File: config.mk
export PLATFORM = sky130hd
export DESIGN_NAME = vector_mac_engine_flat
export DESIGN_NICKNAME = d
export VERILOG_FILES = /design/src/rtl/vector_mac_engine_if.sv /design/src/rtl/vector_mac_engine.sv /design/src/flat_wrapper.sv
export SDC_FILE = /design/constraint.sdc
export NUM_CORES = 1
export LEC_CHECK = 0
export BUFFER_PORTS_ARGS = -buffer_cell sky130_fd_sc_hd__buf_2
export CAP_MARGIN = 10
export CORE_AREA = 4 4 154 156
export CTS_CLUSTER_DIAMETER = 40
export CTS_CLUSTER_SIZE = 8
export DETAILED_ROUTE_END_ITERATION = 10
export DIE_AREA = 0 0 158 160
export PLACE_DENSITY = 0.8
export SLEW_MARGIN = 40
export SYNTH_ARGS = -nofsm -noshare
export SYNTH_HDL_FRONTEND = slang
export SYNTH_SLANG_ARGS = --single-unit
File: constraint.sdc
create_clock -name clk -period 19.35 [get_ports clk]
set_input_delay 1.935 -clock clk [delete_from_list [all_inputs] [get_ports clk]]
set_output_delay 1.935 -clock clk [all_outputs]
set_load 0.03 [all_outputs]
File: src/rtl/vector_mac_engine_if.sv
// Beat-input and result-output handshake bundle for vector_mac_engine.
// master = producer/consumer side, slave = engine side.
interface vector_mac_engine_if #(
    parameter int LANES          = 8,
    parameter int FEATURE_WIDTH  = 5,
    parameter int DOT_PROD_WIDTH = 16
);
    logic                      in_valid;
    logic                      in_ready;
    logic [FEATURE_WIDTH-1:0]  in_feature [0:LANES-1];
    logic [FEATURE_WIDTH-1:0]  in_weight  [0:LANES-1];
    logic [LANES-1:0]          in_lane_mask;
    logic                      in_last;
    logic                      out_valid;
    logic                      out_ready;
    logic [DOT_PROD_WIDTH-1:0] dot_product;
    logic                      overflow;
    logic                      length_err;

    modport master (
        output in_valid, in_feature, in_weight, in_lane_mask, in_last, out_ready,
        input  in_ready, out_valid, dot_product, overflow, length_err
    );

    modport slave (
        input  in_valid, in_feature, in_weight, in_lane_mask, in_last, out_ready,
        output in_ready, out_valid, dot_product, overflow, length_err
    );
endinterface

File: src/rtl/vector_mac_engine.sv
// Lane-parallel dot-product engine: masked lane multiply, registered lane sum, accumulate per vector.
// Optional macro VMAC_SATURATE_EN clamps the accumulator at all-ones on overflow instead of wrapping.
module vector_mac_engine #(
    parameter int FEATURE_COLS   = 96,
    parameter int LANES          = 8,
    parameter int FEATURE_WIDTH  = 5,
    parameter int DOT_PROD_WIDTH = 16
) (
    input logic           clk,
    input logic           reset,
    vector_mac_engine_if.slave bus
);
    localparam int BEATS = (FEATURE_COLS + LANES - 1) / LANES;
    localparam int CNT_W = $clog2(BEATS + 1);
    localparam int SUM_W = 2 * FEATURE_WIDTH + $clog2(LANES);

    typedef enum logic [1:0] {ACCUM, DRAIN, DONE} state_t;

    state_t                  state;
    state_t                  state_next;
    logic                    drain_cnt;
    logic [CNT_W-1:0]        beat_cnt;
    logic [CNT_W-1:0]        beat_cur;
    logic                    accept;
    logic                    end_beat;
    logic                    len_bad;
    logic                    clear;
    logic [SUM_W-1:0]        lane_sum;
    logic [SUM_W-1:0]        s1_sum;
    logic                    s1_valid;
    logic [DOT_PROD_WIDTH-1:0] acc;
    logic [DOT_PROD_WIDTH:0] add_res;
    logic                    ovf;
    logic                    len_err;

    assign bus.in_ready  = (state == ACCUM) && !reset;
    assign bus.out_valid = (state == DONE) && !reset;
    assign accept        = bus.in_valid && (state == ACCUM) && !reset;

    assign beat_cur = beat_cnt + CNT_W'(1);
    assign end_beat = bus.in_last || (beat_cur == CNT_W'(BEATS));
    assign len_bad  = bus.in_last ? (beat_cur != CNT_W'(BEATS)) : (beat_cur == CNT_W'(BEATS));

    always_comb begin
        lane_sum = '0;
        for (int unsigned i = 0; i < LANES; i++) begin
            if (bus.in_lane_mask[i])
                lane_sum = lane_sum + SUM_W'(bus.in_feature[i]) * SUM_W'(bus.in_weight[i]);
        end
    end

    assign add_res = {1'b0, acc} + (DOT_PROD_WIDTH + 1)'(s1_sum);

    always_comb begin
        state_next = state;
        clear      = 1'b0;
        case (state)
            ACCUM: if (accept && end_beat) state_next = DRAIN;
            DRAIN: if (drain_cnt) state_next = DONE;
            DONE: begin
                if (bus.out_ready) begin
                    state_next = ACCUM;
                    clear      = 1'b1;
                end
            end
            default: state_next = ACCUM;
        endcase
    end

    always_ff @(posedge clk) begin
        if (reset) begin
            state     <= ACCUM;
            drain_cnt <= 1'b0;
            beat_cnt  <= '0;
            s1_valid  <= 1'b0;
            s1_sum    <= '0;
            acc       <= '0;
            ovf       <= 1'b0;
            len_err   <= 1'b0;
        end else begin
            state     <= state_next;
            drain_cnt <= (state == DRAIN) ? ~drain_cnt : 1'b0;
            s1_valid  <= accept;
            if (accept)
                s1_sum <= lane_sum;
            // DRAIN covers the stage-1 and stage-2 edges, so clear never meets a pending add
            if (clear) begin
                beat_cnt <= '0;
                acc      <= '0;
                ovf      <= 1'b0;
                len_err  <= 1'b0;
            end else begin
                if (accept) begin
                    beat_cnt <= beat_cur;
                    if (len_bad)
                        len_err <= 1'b1;
                end
                if (s1_valid) begin
                    if (add_res[DOT_PROD_WIDTH])
                        ovf <= 1'b1;
`ifdef VMAC_SATURATE_EN
                    if (ovf || add_res[DOT_PROD_WIDTH])
                        acc <= '1;
                    else
                        acc <= add_res[DOT_PROD_WIDTH-1:0];
`else
                    acc <= add_res[DOT_PROD_WIDTH-1:0];
`endif
                end
            end
        end
    end

    assign bus.dot_product = acc;
    assign bus.overflow    = ovf;
    assign bus.length_err  = len_err;
endmodule

File: src/flat_wrapper.sv
// flat-port wrapper written by rule: the top's interface ports become plain ports
module vector_mac_engine_flat 
#(
    parameter int FEATURE_COLS   = 96,
    parameter int LANES          = 8,
    parameter int FEATURE_WIDTH  = 5,
    parameter int DOT_PROD_WIDTH = 16
)
  (clk, reset, bus_in_valid, bus_in_feature, bus_in_weight, bus_in_lane_mask, bus_in_last, bus_out_ready, bus_in_ready, bus_out_valid, bus_dot_product, bus_overflow, bus_length_err);
  vector_mac_engine_if #(.LANES(LANES), .FEATURE_WIDTH(FEATURE_WIDTH), .DOT_PROD_WIDTH(DOT_PROD_WIDTH)) bus_i ();
  input logic clk;
  input logic reset;
  input wire logic [$bits(bus_i.in_valid)-1:0] bus_in_valid;
  input wire logic [$bits(bus_i.in_feature)-1:0] bus_in_feature;
  input wire logic [$bits(bus_i.in_weight)-1:0] bus_in_weight;
  input wire logic [$bits(bus_i.in_lane_mask)-1:0] bus_in_lane_mask;
  input wire logic [$bits(bus_i.in_last)-1:0] bus_in_last;
  input wire logic [$bits(bus_i.out_ready)-1:0] bus_out_ready;
  output wire logic [$bits(bus_i.in_ready)-1:0] bus_in_ready;
  output wire logic [$bits(bus_i.out_valid)-1:0] bus_out_valid;
  output wire logic [$bits(bus_i.dot_product)-1:0] bus_dot_product;
  output wire logic [$bits(bus_i.overflow)-1:0] bus_overflow;
  output wire logic [$bits(bus_i.length_err)-1:0] bus_length_err;
  assign bus_i.in_valid = bus_in_valid;
  assign bus_i.in_feature = {>>{bus_in_feature}};
  assign bus_i.in_weight = {>>{bus_in_weight}};
  assign bus_i.in_lane_mask = bus_in_lane_mask;
  assign bus_i.in_last = bus_in_last;
  assign bus_i.out_ready = bus_out_ready;
  assign bus_in_ready = bus_i.in_ready;
  assign bus_out_valid = bus_i.out_valid;
  assign bus_dot_product = bus_i.dot_product;
  assign bus_overflow = bus_i.overflow;
  assign bus_length_err = bus_i.length_err;
  vector_mac_engine #(.FEATURE_COLS(FEATURE_COLS), .LANES(LANES), .FEATURE_WIDTH(FEATURE_WIDTH), .DOT_PROD_WIDTH(DOT_PROD_WIDTH)) u_core (.clk(clk), .reset(reset), .bus(bus_i));
endmodule
# After elaboration in Yosys (flattened, before gate mapping)
# Cells that the tools add are included.
# classes
add_sub_neg	9
multipliers	8
eq_ne	7
n_mux	15
n_bitwise	2
n_reduce_logical	13
# ops
operator	count
two-way mux 13 bit	7
multiplier 5 x 5 -> 10 bit	8
adder 13 x 10 -> 13 bit	6
adder 16 x 13 -> 17 bit	1
adder 10 x 10 -> 11 bit	1
two-way mux 10 bit	1
two-way mux 2 bit	3
one-hot mux 2 bit (3 select lines)	1
logical AND 1 bit	5
adder 4 x 1 -> 4 bit, second input constant	1
== test 4 bit, second input constant	1
inequality test 2 bit, second input constant	2
inequality test 4 bit, second input constant	1
AND reduction 2 bit	2
OR reduction 2 bit	2
two-way mux 1 bit	3
AND reduction 3 bit	1
== test 2 x 1 -> 1 bit, second input constant	1
== test 2 bit, second input constant	1
logical NOT 2 bit	1
inequality test 2 x 1 -> 1 bit, second input constant	1
inverter 1 bit	2
logical NOT 1 bit	1
logical OR 1 bit	1
# totals
regBits	39
inputBits	93

# Logic depth before layout (Yosys ltp)
# logic_depth
ltp_word	16
ltp_mapped	82
ltp_nobuf	82

# Least setup slack after synthesis
# Ideal clock, no wire load.
# synth_timing
kind	in2reg
startpoint	input bus_in_feature[37]
endpoint	register u_core.s1_sum[12]
setup_ns	0.127
arrival_time_ns	20.836
slack_ns	-1.614
stages	70
path_buffers	0
cell_sequence	nand2_1 > fa_1 > fa_1 > fa_1 > inv_1 > ha_1 > xor2_1 > and2_1 > fa_1 > inv_1 > fa_1 > fa_1 > inv_1 > ha_1 > xor2_1 > nor2_1 > or2_2 > fa_1 > [34 not listed] > ha_1 > xor2_1 > mux2_2 > fa_1 > fa_1 > fa_1 > inv_1 > ha_1 > a21o_1 > a21oi_1 > inv_1 > a21oi_1 > o21ai_0 > a41oi_1 > mux2i_1 > a211oi_2 > xnor2_1 > o21ai_1
# synth_between
elab_chain_cells	16
# synth_lines
element	line	rtl
from (decl)	flat_wrapper.sv:14	input wire logic [$bits(bus_i.in_feature)-1:0] bus_in_feature;
multiplier 5 x 5 -> 10 bit *	vector_mac_engine.sv:48	lane_sum = lane_sum + SUM_W'(bus.in_feature[i]) * SUM_W'(bus.in_weight[i]);
two-way mux 10 bit *	vector_mac_engine.sv:47	if (bus.in_lane_mask[i])
adder 10 x 10 -> 11 bit	vector_mac_engine.sv:48	
two-way mux 13 bit *	vector_mac_engine.sv:47	
adder 13 x 10 -> 13 bit	vector_mac_engine.sv:48	
two-way mux 13 bit *	vector_mac_engine.sv:47	
adder 13 x 10 -> 13 bit	vector_mac_engine.sv:48	
two-way mux 13 bit *	vector_mac_engine.sv:47	
adder 13 x 10 -> 13 bit	vector_mac_engine.sv:48	
two-way mux 13 bit *	vector_mac_engine.sv:47	
adder 13 x 10 -> 13 bit	vector_mac_engine.sv:48	
two-way mux 13 bit *	vector_mac_engine.sv:47	
adder 13 x 10 -> 13 bit	vector_mac_engine.sv:48	
two-way mux 13 bit *	vector_mac_engine.sv:47	
adder 13 x 10 -> 13 bit	vector_mac_engine.sv:48	
two-way mux 13 bit *	vector_mac_engine.sv:47	
to (signal assigned)	vector_mac_engine.sv:85	s1_sum <= lane_sum;
to (decl)	vector_mac_engine.sv:29	logic [SUM_W-1:0] s1_sum;
# Mark *: on every way between the ends. The rest lies on a longest branch, timed or not.
# A chain may end at the register's enable or synchronous reset.

# Final worst setup path
# layout_timing
startpoint	input bus_in_feature[35]
endpoint	register u_core.s1_sum[12]
# The elaborated chain is that of the path after synthesis.

==> qor.json <==
{
  "cts_root_buffer": {"value": "sky130_fd_sc_hd__clkbuf_16"},
  "timing.critical_path.mode_cell": {"value": "sky130_fd_sc_hd__fa_1"},
  "synth-edff-count": {"value": 0},
  "worstSetupEndpointType": {"value": "flop"},
  "final_common_cell": {"value": "sky130_fd_sc_hd__inv_1"},
  "tritoncts_clock_tree": {"value": "built"},
  "critical_path.n_buffers_inverters": {"value": 29},
  "first_global_vias": {"value": 10122},
  "layout.nets": {"value": 1932},
  "crit_path_start": {"value": "bus_in_feature[35]"},
  "critical_path_required": {"value": 19500, "unit": "ps"},
  "ys_ff_latch": {"value": 39},
  "number_of_remaining_drc_errors": {"value": 0},
  "hpwlAfterDp": {"value": 22.7, "unit": "mm"},
  "achievable-frequency": {"value": 0.0488, "unit": "GHz"},
  "cts.reportedPaths.clkPinSlew": {"value": 50, "unit": "ps"},
  "mostFrequentLayoutCells": {"value": "sky130_fd_sc_hd__inv_1, sky130_fd_sc_hd__ha_1, sky130_fd_sc_hd__nand2_1"},
  "gr_util_all_layers": {"value": 0.212},
  "area.growth.synth_to_final": {"value": 21.2, "unit": "%"},
  "floorplan.rows": {"value": 55},
  "finalMaxSlewViolations": {"value": 0},
  "dr.first_iter.drc_count": {"value": 484},
  "max_stage_delay": {"value": 580, "unit": "ps"},
  "timing.final.crit_share": {"value": 1.06},
  "main_synth_ff_type": {"value": "sky130_fd_sc_hd__dfxtp_1"},
  "synthesis.yosys.warnings": {"value": 0},
  "worst_slack": {"value": -1140, "unit": "ps"},
  "clock_insertion_delay_at_the_later_pin_of_the_skew_report": {"value": 280, "unit": "ps"},
  "worst-path-max-fanout": {"value": 3},
  "cts_max_level": {"value": 2},
  "top_level_pins": {"value": 113},
  "worst-slew-pin-transition": {"value": 826, "unit": "ps"},
  "grt_antenna_before_repair": {"value": 2},
  "reg2reg_to": {"value": "u_core.bus.dot_product[14]"},
  "antenna_violating_nets_post_route": {"value": 0},
  "maximum_number_of_pins_on_one_net_before_global_route_repair": {"value": 32},
  "post-route-min-period": {"value": 20490, "unit": "ps"},
  "area_of_the_mapped_netlist": {"value": 11100, "unit": "µm²"},
  "startpoint_type": {"value": "primary input"},
  "r2r_cells": {"value": 13},
  "outcome": {"value": "finished, violations left"},
  "wire_length_of_the_first_global_routing_pass": {"value": 45.6, "unit": "mm"},
  "post_synth_inst_count": {"value": 1321},
  "cts_num_sinks": {"value": 39},
  "timing.critical_path.to": {"value": "u_core.s1_sum[12]"},
  "setup_repair_after_global_routing_missed_its_margin": {"value": "true"},
  "cts_max_path_buffers": {"value": 2},
  "drv_cap": {"value": 0},
  "avgViaCountPerCell": {"value": 5.41},
  "synth_seq_area_share": {"value": 0.0704},
  "synth.distinct_cells": {"value": 73},
  "failed_checks": {"value": "setup timing"},
  "crit_slowest_cell": {"value": "sky130_fd_sc_hd__fa_1"},
  "io_buffers": {"value": 112},
  "drt_pass1_iterations": {"value": 5},
  "die_height": {"value": 160, "unit": "µm"},
  "cp.depth": {"value": 81},
  "wl_per_cell": {"value": 15.0, "unit": "µm"},
  "critical_path_arrival": {"value": 20640, "unit": "ps"},
  "finalWirelength": {"value": 27.4, "unit": "mm"},
  "post_synth.cell_area_avg": {"value": 8.40, "unit": "µm²"},
  "starting_density_of_the_core": {"value": 0.496},
  "syn_nets": {"value": 1715},
  "fill_cells": {"value": 1878},
  "min-delay-path-class": {"value": "reg2reg"},
  "reg2reg_slack": {"value": 16320, "unit": "ps"},
  "cpLargestDelayFamily": {"value": "adder cells"},
  "final-hold-violation-count": {"value": 0},
  "final.hold.worst_slack": {"value": 467, "unit": "ps"},
  "crit_type": {"value": "in2reg"},
  "regToRegStartpoint": {"value": "u_core.s1_sum[0]"},
  "die_width": {"value": 158, "unit": "µm"},
  "final.setup_skew": {"value": 2.33, "unit": "ps"},
  "routed-via-count": {"value": 9874},
  "core-area": {"value": 22400, "unit": "µm²"},
  "grt_overflow_total": {"value": 0},
  "replace_congestion": {"value": 0.900},
  "cts-buffers-inserted": {"value": 5},
  "die-area": {"value": 25300, "unit": "µm²"},
  "async_flop_share": {"value": 0},
  "timing.final.setup_violations": {"value": 9},
  "timing.max_slew.rel_slack": {"value": 0.450},
  "fraction_of_final_layout_cells_with_drive_strength_greater_than_1": {"value": 0.231}
}
==> through the flow <==
step	std cells	setup TNS, ps	worst slack (ps)	utilization	area, µm²
5_1_grt	1825	-11690	-1720	0.601	13400
3_5_place_dp	1787	-9950	-1420	0.571	12800
6_report	1825	-6800	-1140	0.601	13400
3_3_place_gp	1787	-7500	-1140	0.571	12800
2_1_floorplan	1321	-2660	-655	-	11300
4_1_cts	1818	-4310	-789	0.592	13300
==> worst min-delay path: stages (launching register included) <==
cell and delay, ps:
sky130_fd_sc_hd__dfxtp_1 310, sky130_fd_sc_hd__nand2_1 50, sky130_fd_sc_hd__a21oi_1 50
==> cell families after synthesis <==
logic type,after synthesis,synth area share
compound gates,235,0.145
simple gates,430,0.190
xor+xnor,62,0.0502
flops,39,0.0704
mux,45,0.0463
buf+inv,209,0.0717
fa+ha+maj,301,0.426
==> repair_timing <==
action                                  CTS  global route
setup buffers                            24             9
endpoints found under the setup margin    9            10
gates resized for setup                  28            44
gates cloned                              0             0
pin swaps                                53            40
hold buffers                              0             0
==> layout make-up <==
class / count / area, µm² / area share
tap: 285 / 357 / 0.0265
inverter: 185 / 699 / 0.0520
antenna: 1 / 2.50 / 0.000186
multi-input combinational: 1073 / 9920 / 0.738
clock buffer: 8 / 156 / 0.0116
timing repair buffer: 234 / 1530 / 0.114
sequential: 39 / 781 / 0.0581
==> worst min path at each step <==
stage                                 from                to  slack [ps]  cells after the start
after CTS                 u_core.s1_sum[4]  u_core.s1_sum[4]         470                      2
final                     u_core.s1_sum[4]  u_core.s1_sum[4]         470                      2
after global placement    u_core.s1_sum[4]  u_core.s1_sum[4]         450                      2
after global routing      u_core.s1_sum[4]  u_core.s1_sum[4]         500                      2
after detailed placement  u_core.s1_sum[4]  u_core.s1_sum[4]         460                      2
after floorplan           u_core.s1_sum[4]  u_core.s1_sum[4]         440                      2
==> sequential cells by signal, indices dropped and copies added, names as in the netlist <==
signal                  count
u_core.s1_valid             1
u_core.s1_sum              13
u_core.bus.dot_product     16
u_core.beat_cnt             4
u_core.state                2
u_core.bus.length_err       1
u_core.drain_cnt            1
u_core.bus.overflow         1
==> cells in the mapped netlist (3+ instances only) <==
master	n	area [µm²]
sky130_fd_sc_hd__o211ai_1	9	67.6
sky130_fd_sc_hd__o21ai_0	44	220
sky130_fd_sc_hd__or2_2	3	18.8
sky130_fd_sc_hd__inv_1	183	687
sky130_fd_sc_hd__nand2b_1	8	50.1
sky130_fd_sc_hd__nor4b_1	3	26.3
sky130_fd_sc_hd__o31ai_1	4	30.0
sky130_fd_sc_hd__clkbuf_1	16	60.1
sky130_fd_sc_hd__nor4_1	6	37.5
sky130_fd_sc_hd__ha_1	173	2160
sky130_fd_sc_hd__mux2_4	9	135
sky130_fd_sc_hd__xor2_1	27	236
sky130_fd_sc_hd__and2_1	107	669
sky130_fd_sc_hd__nor2b_1	9	56.3
sky130_fd_sc_hd__buf_1	5	18.8
sky130_fd_sc_hd__or3_1	7	43.8
sky130_fd_sc_hd__a211oi_1	19	143
sky130_fd_sc_hd__nor2_1	76	285
sky130_fd_sc_hd__nand3b_1	6	45.0
sky130_fd_sc_hd__o22ai_1	3	18.8
sky130_fd_sc_hd__nand2_1	154	578
sky130_fd_sc_hd__a31oi_1	9	56.3
sky130_fd_sc_hd__dfxtp_1	39	781
sky130_fd_sc_hd__a211o_1	5	43.8
sky130_fd_sc_hd__nand3_1	19	95.1
sky130_fd_sc_hd__o21a_1	21	158
sky130_fd_sc_hd__o21bai_1	10	75.1
sky130_fd_sc_hd__mux2_2	15	169
sky130_fd_sc_hd__fa_1	128	2560
sky130_fd_sc_hd__a21oi_1	55	275
sky130_fd_sc_hd__mux2i_1	21	210
sky130_fd_sc_hd__a21o_1	22	165
sky130_fd_sc_hd__and3_1	9	56.3
sky130_fd_sc_hd__nor3_1	14	70.1
sky130_fd_sc_hd__a21oi_2	3	26.3
sky130_fd_sc_hd__xnor2_1	34	298
==> per-layer routing <==
metal | track usage | wire (µm) | up-vias
met5 | 0 | 8 | -
met4 | 0.0543 | 731 | 2
met3 | 0.0165 | 947 | 56
met2 | 0.376 | 13700 | 221
met1 | 0.279 | 12100 | 4743
li1 | - | - | 4852
Power is left out: the tool's default activity adds up to more than one toggle a clock period on the data nets, which glitch-free logic cannot reach.
